$ cat src/rtl/vga_sync_decoder_if.sv
// Video-in and decode-result bundle for vga_sync_decoder.
// The slave modport is the decoder side; master is the source/consumer side.
interface vga_sync_decoder_if;
  logic        hsync;
  logic        vsync;
  logic        blank_b;
  logic [7:0]  r;
  logic [7:0]  g;
  logic [7:0]  b;

  logic [7:0]  pix_r;
  logic [7:0]  pix_g;
  logic [7:0]  pix_b;
  logic        pix_valid;
  logic [9:0]  x;
  logic [9:0]  y;
  logic        frame_start;
  logic        locked;
  logic        h_err;
  logic        v_err;
  logic [10:0] line_len;
  logic [9:0]  frame_lines;

  modport master (
    output hsync, vsync, blank_b, r, g, b,
    input  pix_r, pix_g, pix_b, pix_valid, x, y,
    input  frame_start, locked, h_err, v_err, line_len, frame_lines
  );

  modport slave (
    input  hsync, vsync, blank_b, r, g, b,
    output pix_r, pix_g, pix_b, pix_valid, x, y,
    output frame_start, locked, h_err, v_err, line_len, frame_lines
  );
endinterface

$ cat src/rtl/vga_sync_decoder.sv
// Receive-side VGA timing checker: recovers pixel coordinates, measures line
// and frame periods against the nominal format and tracks lock.
//
// state       | meaning
// ------------+--------------------------------------------------------------
// S_UNLOCKED  | no frame reference; waiting for the first vsync falling edge
// S_ACQUIRE   | measuring one whole frame; lock if every line and the frame fit
// S_LOCKED    | timing verified; deviations raise h_err / v_err
module vga_sync_decoder #(
  parameter int HMAX    = 800,
  parameter int VMAX    = 525,
  parameter int TIMEOUT = 1600
) (
  input  logic              vgaclk,
  input  logic              reset,
  vga_sync_decoder_if.slave vga
);

  typedef enum logic [1:0] {
    S_UNLOCKED = 2'd0,
    S_ACQUIRE  = 2'd1,
    S_LOCKED   = 2'd2
  } state_t;

  localparam logic [10:0] C_HMAX    = 11'(HMAX);
  localparam logic [9:0]  C_VMAX    = 10'(VMAX);
  localparam logic [10:0] C_TIMEOUT = 11'(TIMEOUT - 1);
  localparam logic [10:0] C_HSAT    = 11'h7FF;

  // stage 1: pin capture; stage 2: previous sync/blank for edge detect
  logic        r_hs1, r_vs1, r_bl1;
  logic [7:0]  r_r1, r_g1, r_b1;
  logic        r_hs2, r_vs2, r_bl2;

  logic [10:0] r_hcnt;
  logic [9:0]  r_lcnt;
  logic        r_hvalid;
  logic        r_bad;
  logic [9:0]  r_xcnt;
  logic [9:0]  r_ycnt;

  state_t      r_state;
  state_t      w_next;
  logic        w_h_err;
  logic        w_v_err;

  logic [7:0]  r_pix_r, r_pix_g, r_pix_b;
  logic        r_pix_valid;
  logic [9:0]  r_x, r_y;
  logic        r_frame_start;
  logic        r_locked;
  logic        r_h_err, r_v_err;
  logic [10:0] r_line_len;
  logic [9:0]  r_frame_lines;

  logic        w_hfall, w_vfall, w_bfall;
  logic [10:0] w_period;
  logic        w_hchk;
  logic        w_hbad;
  logic        w_timeout;
  logic [9:0]  w_frame_cnt;
  logic        w_vbad;

  always_ff @(posedge vgaclk or posedge reset) begin
    if (reset) begin
      r_hs1 <= 1'b0;
      r_vs1 <= 1'b0;
      r_bl1 <= 1'b0;
      r_r1  <= 8'd0;
      r_g1  <= 8'd0;
      r_b1  <= 8'd0;
      r_hs2 <= 1'b0;
      r_vs2 <= 1'b0;
      r_bl2 <= 1'b0;
    end else begin
      r_hs1 <= vga.hsync;
      r_vs1 <= vga.vsync;
      r_bl1 <= vga.blank_b;
      r_r1  <= vga.r;
      r_g1  <= vga.g;
      r_b1  <= vga.b;
      r_hs2 <= r_hs1;
      r_vs2 <= r_vs1;
      r_bl2 <= r_bl1;
    end
  end

  assign w_hfall = r_hs2 & ~r_hs1;
  assign w_vfall = r_vs2 & ~r_vs1;
  assign w_bfall = r_bl2 & ~r_bl1;

  assign w_period    = r_hcnt + 11'd1;
  assign w_hchk      = w_hfall & r_hvalid;
  assign w_hbad      = w_hchk & (w_period != C_HMAX);
  // hcnt only passes TIMEOUT-1 once per missing-hsync stretch, so this fires once
  assign w_timeout   = (r_hcnt == C_TIMEOUT) & ~w_hfall;
  // an hsync edge coincident with vsync belongs to the frame that is ending
  assign w_frame_cnt = r_lcnt + {9'd0, w_hfall};
  assign w_vbad      = (w_frame_cnt != C_VMAX);

  always_ff @(posedge vgaclk or posedge reset) begin
    if (reset) begin
      r_hcnt        <= 11'd0;
      r_hvalid      <= 1'b0;
      r_line_len    <= 11'd0;
      r_lcnt        <= 10'd0;
      r_frame_lines <= 10'd0;
      r_bad         <= 1'b0;
    end else begin
      if (w_hfall) begin
        r_hcnt <= 11'd0;
      end else if (r_hcnt != C_HSAT) begin
        r_hcnt <= r_hcnt + 11'd1;
      end

      if (w_timeout) begin
        r_hvalid <= 1'b0;
      end else if (w_hfall) begin
        r_hvalid <= 1'b1;
      end

      if (w_hchk) begin
        r_line_len <= w_period;
      end

      if (w_vfall) begin
        r_lcnt        <= 10'd0;
        r_frame_lines <= w_frame_cnt;
      end else if (w_hfall) begin
        r_lcnt <= r_lcnt + 10'd1;
      end

      if (w_vfall) begin
        r_bad <= 1'b0;
      end else if (w_hbad) begin
        r_bad <= 1'b1;
      end
    end
  end

  always_ff @(posedge vgaclk or posedge reset) begin
    if (reset) begin
      r_state <= S_UNLOCKED;
    end else begin
      r_state <= w_next;
    end
  end

  always_comb begin
    w_next  = r_state;
    w_h_err = 1'b0;
    w_v_err = 1'b0;
    unique case (r_state)
      S_UNLOCKED: begin
        if (w_vfall) begin
          w_next = S_ACQUIRE;
        end
      end
      S_ACQUIRE: begin
        if (w_vfall && !(r_bad || w_hbad) && r_hvalid && !w_vbad) begin
          w_next = S_LOCKED;
        end
      end
      S_LOCKED: begin
        if (w_hbad) begin
          w_h_err = 1'b1;
          w_next  = S_ACQUIRE;
        end
        if (w_vfall && w_vbad) begin
          w_v_err = 1'b1;
          w_next  = S_ACQUIRE;
        end
      end
      default: begin
        w_next = S_UNLOCKED;
      end
    endcase
    if (w_timeout) begin
      w_next = S_UNLOCKED;
      if (r_state == S_LOCKED) begin
        w_h_err = 1'b1;
      end
    end
  end

  always_ff @(posedge vgaclk or posedge reset) begin
    if (reset) begin
      r_locked      <= 1'b0;
      r_h_err       <= 1'b0;
      r_v_err       <= 1'b0;
      r_frame_start <= 1'b0;
    end else begin
      r_locked      <= (r_state == S_LOCKED);
      r_h_err       <= w_h_err;
      r_v_err       <= w_v_err;
      r_frame_start <= w_vfall;
    end
  end

  // y advances at the end of each active line, so row 0 follows vsync
  always_ff @(posedge vgaclk or posedge reset) begin
    if (reset) begin
      r_xcnt      <= 10'd0;
      r_ycnt      <= 10'd0;
      r_x         <= 10'd0;
      r_y         <= 10'd0;
      r_pix_r     <= 8'd0;
      r_pix_g     <= 8'd0;
      r_pix_b     <= 8'd0;
      r_pix_valid <= 1'b0;
    end else begin
      if (r_bl1) begin
        r_xcnt <= r_xcnt + 10'd1;
      end else begin
        r_xcnt <= 10'd0;
      end

      if (w_vfall) begin
        r_ycnt <= 10'd0;
      end else if (w_bfall) begin
        r_ycnt <= r_ycnt + 10'd1;
      end

      r_x         <= r_bl1 ? r_xcnt : 10'd0;
      r_y         <= r_ycnt;
      r_pix_r     <= r_bl1 ? r_r1 : 8'd0;
      r_pix_g     <= r_bl1 ? r_g1 : 8'd0;
      r_pix_b     <= r_bl1 ? r_b1 : 8'd0;
      r_pix_valid <= r_bl1 & r_locked;
    end
  end

  assign vga.pix_r       = r_pix_r;
  assign vga.pix_g       = r_pix_g;
  assign vga.pix_b       = r_pix_b;
  assign vga.pix_valid   = r_pix_valid;
  assign vga.x           = r_x;
  assign vga.y           = r_y;
  assign vga.frame_start = r_frame_start;
  assign vga.locked      = r_locked;
  assign vga.h_err       = r_h_err;
  assign vga.v_err       = r_v_err;
  assign vga.line_len    = r_line_len;
  assign vga.frame_lines = r_frame_lines;

endmodule

$ cat src/flat_wrapper.sv
// flat-port wrapper written by rule: the top's interface ports become plain ports
module vga_sync_decoder_flat 
#(
  parameter int HMAX    = 800,
  parameter int VMAX    = 525,
  parameter int TIMEOUT = 1600
)
  (vgaclk, reset, vga_hsync, vga_vsync, vga_blank_b, vga_r, vga_g, vga_b, vga_pix_r, vga_pix_g, vga_pix_b, vga_pix_valid, vga_x, vga_y, vga_frame_start, vga_locked, vga_h_err, vga_v_err, vga_line_len, vga_frame_lines);
  vga_sync_decoder_if vga_i ();
  input  logic vgaclk;
  input  logic reset;
  input wire logic [$bits(vga_i.hsync)-1:0] vga_hsync;
  input wire logic [$bits(vga_i.vsync)-1:0] vga_vsync;
  input wire logic [$bits(vga_i.blank_b)-1:0] vga_blank_b;
  input wire logic [$bits(vga_i.r)-1:0] vga_r;
  input wire logic [$bits(vga_i.g)-1:0] vga_g;
  input wire logic [$bits(vga_i.b)-1:0] vga_b;
  output wire logic [$bits(vga_i.pix_r)-1:0] vga_pix_r;
  output wire logic [$bits(vga_i.pix_g)-1:0] vga_pix_g;
  output wire logic [$bits(vga_i.pix_b)-1:0] vga_pix_b;
  output wire logic [$bits(vga_i.pix_valid)-1:0] vga_pix_valid;
  output wire logic [$bits(vga_i.x)-1:0] vga_x;
  output wire logic [$bits(vga_i.y)-1:0] vga_y;
  output wire logic [$bits(vga_i.frame_start)-1:0] vga_frame_start;
  output wire logic [$bits(vga_i.locked)-1:0] vga_locked;
  output wire logic [$bits(vga_i.h_err)-1:0] vga_h_err;
  output wire logic [$bits(vga_i.v_err)-1:0] vga_v_err;
  output wire logic [$bits(vga_i.line_len)-1:0] vga_line_len;
  output wire logic [$bits(vga_i.frame_lines)-1:0] vga_frame_lines;
  assign vga_i.hsync = vga_hsync;
  assign vga_i.vsync = vga_vsync;
  assign vga_i.blank_b = vga_blank_b;
  assign vga_i.r = vga_r;
  assign vga_i.g = vga_g;
  assign vga_i.b = vga_b;
  assign vga_pix_r = vga_i.pix_r;
  assign vga_pix_g = vga_i.pix_g;
  assign vga_pix_b = vga_i.pix_b;
  assign vga_pix_valid = vga_i.pix_valid;
  assign vga_x = vga_i.x;
  assign vga_y = vga_i.y;
  assign vga_frame_start = vga_i.frame_start;
  assign vga_locked = vga_i.locked;
  assign vga_h_err = vga_i.h_err;
  assign vga_v_err = vga_i.v_err;
  assign vga_line_len = vga_i.line_len;
  assign vga_frame_lines = vga_i.frame_lines;
  vga_sync_decoder #(.HMAX(HMAX), .VMAX(VMAX), .TIMEOUT(TIMEOUT)) u_core (.vgaclk(vgaclk), .reset(reset), .vga(vga_i));
endmodule
$ cat config.mk
export PLATFORM = sky130hd
export DESIGN_NAME = vga_sync_decoder_flat
export DESIGN_NICKNAME = d
export VERILOG_FILES = /design/src/rtl/vga_sync_decoder_if.sv /design/src/rtl/vga_sync_decoder.sv /design/src/flat_wrapper.sv
export SDC_FILE = /design/constraint.sdc
export NUM_CORES = 1
export LEC_CHECK = 0
export CORE_UTILIZATION = 45
export CTS_BUF_LIST = sky130_fd_sc_hd__clkbuf_8 sky130_fd_sc_hd__clkbuf_16
export DETAILED_ROUTE_END_ITERATION = 7
export GPL_ROUTABILITY_DRIVEN = 1
export HOLD_SLACK_MARGIN = 0.03
export MAX_ROUTING_LAYER = met4
export PLACE_DENSITY_LB_ADDON = 0.3
export SLEW_MARGIN = 0
export SYNTH_ARGS = -nofsm -noshare
export SYNTH_HDL_FRONTEND = slang
export SYNTH_SLANG_ARGS = --single-unit
$ cat constraint.sdc
create_clock -name vgaclk -period 4.74 [get_ports vgaclk]
set_input_delay 0.474 -clock vgaclk [delete_from_list [all_inputs] [get_ports vgaclk]]
set_output_delay 0.474 -clock vgaclk [all_outputs]
set_load 0.03 [all_outputs]
==> results by stage <==
Run status:
- The run finished with clean final reports.

Critical path:
- The signal arrival time at the worst endpoint is 2.82 ns.
- The kind of start point of the critical path is a flip-flop.
- The critical path buffer and inverter count is 1.
- The critical path is of the reg2reg type.
- Counting cells, the worst reg-to-reg path comes to 7.
- The count of cell instances traversed by the critical path is 7.
- The kind of cell with the highest combined delay on the critical path is buffers and inverters.
- The delay of the slowest cell on the worst path is 0.79 ns.
- The most numerous cell on the critical path is sky130_fd_sc_hd__nor2_1.
- In this run the critical register-to-register path is launched from u_core.r_vs1.
- The destination of the critical timing path is u_core.r_ycnt[8].
- At the worst endpoint, the required time is 5.02 ns.
- The worst setup path startpoint is u_core.r_vs1.
- The minimum setup slack among reg-to-reg paths is 2.20 ns.
- Of all nets on the critical path, the largest fanout is 28.
- The worst setup path is captured at a flip-flop.
- For this design, the slowest cell found on the critical path is sky130_fd_sc_hd__clkinv_1.
- The endpoint identified for the worst register-to-register timing path is u_core.r_ycnt[8].
- Traced cell by cell, the critical path runs through nand2b_1 -> clkinv_1 -> o21ai_0 -> nor2_1 -> nand3_1 -> xor2_1 -> nor2_1.

Power and ir drop:
- Combinational cells account for 11.3% of the total power.
- The internal portion of the total power is 2.372 mW.
- VDD sags by at most 0.2622 mV.
- Dividing total power by cell area gives a power density of 431.8 nW/µm².
- The clock network power share is 44.2%.
- For this design the total switching power over the nets is 0.7457 mW.
- In this run switching power makes up 23.91% of total power.
- The total power draw is 3.118 mW.
- Summed over all cells, the static leakage comes to 3.233 nW.
- Per report_power, the sequential group accounts for 44.5% of the total.

Synth:
- After synthesis, flip-flops and latches occupy 65.82% of the total area.
- The net count of the mapped netlist is 488.
- The dominant cell by count in the synthesized netlist is sky130_fd_sc_hd__dfrtp_1.
- In the synthesized netlist the async set-or-reset flop fraction comes to 100.0%.
- The area share of the leading cell type in the synthesized netlist is 65.82%.
- The cell area after synthesis is 5513 µm².
- The netlist uses 47 different library cells.
- By area the synthesized netlist is led by sky130_fd_sc_hd__dfrtp_1 66%, sky130_fd_sc_hd__and2_1 5.0%, sky130_fd_sc_hd__xnor2_1 3.5%.
- The commonest cells after synthesis are 145 x sky130_fd_sc_hd__dfrtp_1, 44 x sky130_fd_sc_hd__and2_1, 37 x sky130_fd_sc_hd__nand2_1, 30 x sky130_fd_sc_hd__nor2_1.
- The most area-hungry cell type in the Yosys netlist is sky130_fd_sc_hd__dfrtp_1.
- A synthesized cell averages 12.20 µm².
- After technology mapping, the gate count stands at 452.
- The count of yosys warnings during synthesis is 0.
- Counting flops with a built-in enable in the synthesized netlist gives 0.
- The primary flip-flop cell chosen by synthesis mapping is sky130_fd_sc_hd__dfrtp_1.
- The post-synthesis register bit count is 145.

Floorplanning:
- The die boundary height is 112.7 µm.
- In this run the count of I/O pins placed on the die edge is 99.
- The die covers 12700 µm².
- The placeable core region is 11960 µm².
- The initial utilization of the core area, before any placement, comes to 46.09%.
- Row generation in the floorplan step produced 40 rows.
- The width of the chip is 112.7 µm.

Clocking:
- CTS saw 145 sinks.
- After clock tree synthesis, the clock-pin slew on the worst setup and hold paths is 0.06 ns.
- The number of H-tree branching levels is 4.
- The TritonCTS clock tree is yes.
- Counting along the longest clock path gives a buffer depth of 2.
- The worst-skew pair later-pin latency is 0.42 ns.
- The root buffer cell chosen for the clock tree is sky130_fd_sc_hd__clkbuf_16.
- The count of hold-fix buffers inserted at cts is 0.
- The number of buffers inserted during clock tree synthesis is 17.
- After clock tree synthesis, the repair step resized 0 gates.
- The total setup buffers inserted after CTS is 0.

Routing:
- The detailed-route wire length per cell is 14.56 µm.
- The remaining number of nets flagged by the antenna check after routing is 0.
- The final wirelength is 10310 µm.
- The detailed-route via count is 3548.
- The number of iterations in the first detailed-routing pass is 4.
- For this run, design rule violations remaining after detail routing come to 0.
- The vias per cell is 5.011.
- The detailed router finished its first iteration with 262 violations.

STA:
- The hold violation total from the final report is 0.
- Counting I/O delays and the setup requirement, the final critical path takes 2.537 ns.
- Setup repair after global routing left no endpoint under its margin.
- The max-slew violation total from the final report is 0.
- For this run, the top clock speed supported by timing is 394.2 MHz.
- After routing, the total negative slack on setup checks comes to 0 ns.
- Headroom to the max-slew limit came out at 33.68%.
- The final number of setup-violating endpoints is 0.
- The final clock period utilization by the worst path is 53.51%.
- The worst clock skew on the final layout is 0.008205 ns.
- The transition at the pin with the smallest max-transition slack is 0.9948 ns.

Cells and area:
- Compared with the post-synthesis result, the final layout area differs by 31.00%.
- The layout has 943 filler cells.
- 0 antenna diodes ended up in the layout.
- In the final layout, the share of cells above drive strength 1 is 8.021%.
- The layout net count is 586.

Global routing:
- The via count of the first global-routing pass is 3620.
- The initial antenna violation count is 0.
- The global-route wire length before repair is 18000 µm.
- The maximum number of pins on one net before global-route repair is 116.
- The total routing usage reported by global routing is 19.07%.
- For this run the aggregate overflow at the end of global routing stands at 0.

Place:
- The count of buffers added on input and output ports is 98.
- Detailed placement finished with a half-perimeter wire length of 6747 µm.
- Routability-driven placement finished with a final weighted congestion of 0.8885.

Worst hold path:
- The worst min-delay path class is reg2reg.

Job:
- The tool flagged a number of max-cap violations equal to 0.
## power groups by stage
stage                     Combinational (mW)  Clock [mW]  Sequential, mW
after CTS                              0.358        1.41            1.39
after floorplan                        0.154           0            1.47
after detailed placement               0.357           0            1.41
after global routing                   0.389        1.47            1.40
after global placement                 0.348           0            1.40
final                                  0.352        1.38            1.39
## kinds of logic (layout without fill, tap and decap cells)
family	after synthesis	count (layout)	share of synthesized area (%)
and+or+nand+nor	180	180	17.82
DFF	145	145	65.82
AOI/OAI and AO/OA	46	46	4.948
xor gates and xnor gates	40	40	6.491
buffers and inverters	28	137	2.201
adders and majority gates	7	7	1.589
muxes	6	6	1.135
## flip-flops by register name, indices dropped and copies added, names as in the netlist, 2 cells and up
register	cells
u_core.r_ycnt	10
u_core.vga.y	10
u_core.vga.pix_r	8
u_core.r_xcnt	10
u_core.vga.pix_g	8
u_core.r_r1	8
u_core.vga.frame_lines	10
u_core.r_state	2
u_core.r_lcnt	10
u_core.vga.line_len	11
u_core.r_b1	8
u_core.r_g1	8
u_core.r_hcnt	11
u_core.vga.x	10
u_core.vga.pix_b	8
## worst min path at each step
stage / startpoint / end / slack (ns) / depth (start not counted)
floorplan: u_core.r_vs1 / u_core.r_vs2 / 0.35 / 0
global placement: u_core.r_vs1 / u_core.r_vs2 / 0.35 / 0
detailed placement: u_core.r_vs1 / u_core.r_vs2 / 0.36 / 0
CTS: u_core.r_vs1 / u_core.r_vs2 / 0.37 / 0
global route: u_core.r_vs1 / u_core.r_vs2 / 0.39 / 0
finish: u_core.r_vs1 / u_core.r_vs2 / 0.37 / 0
## routing by layer
| metal | vias to the layer above | GRT usage [%] | wire (µm) |
|---|---|---|---|
| li1 | 1707 | - | - |
| met1 | 1709 | 24.44 | 4736 |
| met2 | 109 | 27.49 | 4733 |
| met3 | 23 | 6.479 | 641 |
| met4 | 0 | 8.533 | 201 |
| met5 | - | - | 0 |
## layout make-up
type	instances	area, µm²	area share, %
clock buffer	19	452.9	6.272
clock inverter	11	162.7	2.252
inverter	6	27.53	0.3812
multi-input combinational	279	1763	24.41
sequential	145	3628	50.24
tap	147	183.9	2.547
timing repair buffer	101	1003	13.89
## through the flow
stage / hold WS [ns] / area, µm² / cells / util [%] / worst slack (ns)
finish: 0.3675 / 7222 / 708 / 60.38 / 2.204
global route: 0.3879 / 7222 / 708 / 60.38 / 1.718
CTS: 0.3730 / 7222 / 708 / 60.38 / 2.143
detailed placement: 0.3607 / 6606 / 678 / 55.23 / 2.155
global placement: 0.3518 / 6606 / 678 / 55.23 / 2.259
floorplan: 0.3456 / 5513 / 452 / - / 0.3714
## cell usage in the layout, fill, tap and decap left out, types with 6 or more instances in the layout
| master | synthesis | routed |
|---|---|---|
| sky130_fd_sc_hd__dfrtp_1 | 145 | 145 |
| sky130_fd_sc_hd__clkdlybuf4s50_1 | 0 | 98 |
| sky130_fd_sc_hd__and2_1 | 44 | 44 |
| sky130_fd_sc_hd__nand2_1 | 37 | 37 |
| sky130_fd_sc_hd__nor2_1 | 30 | 30 |
| sky130_fd_sc_hd__xnor2_1 | 22 | 22 |
| sky130_fd_sc_hd__o21ai_0 | 22 | 22 |
| sky130_fd_sc_hd__xor2_1 | 17 | 17 |
| sky130_fd_sc_hd__clkbuf_16 | 0 | 17 |
| sky130_fd_sc_hd__nand3_1 | 16 | 16 |
| sky130_fd_sc_hd__a21oi_1 | 13 | 13 |
| sky130_fd_sc_hd__nand4_1 | 11 | 11 |
| sky130_fd_sc_hd__and3_1 | 8 | 8 |
| sky130_fd_sc_hd__ha_1 | 7 | 7 |
| sky130_fd_sc_hd__nor2b_1 | 6 | 6 |
No activity file was read; power rests on OpenSTA's default activity.
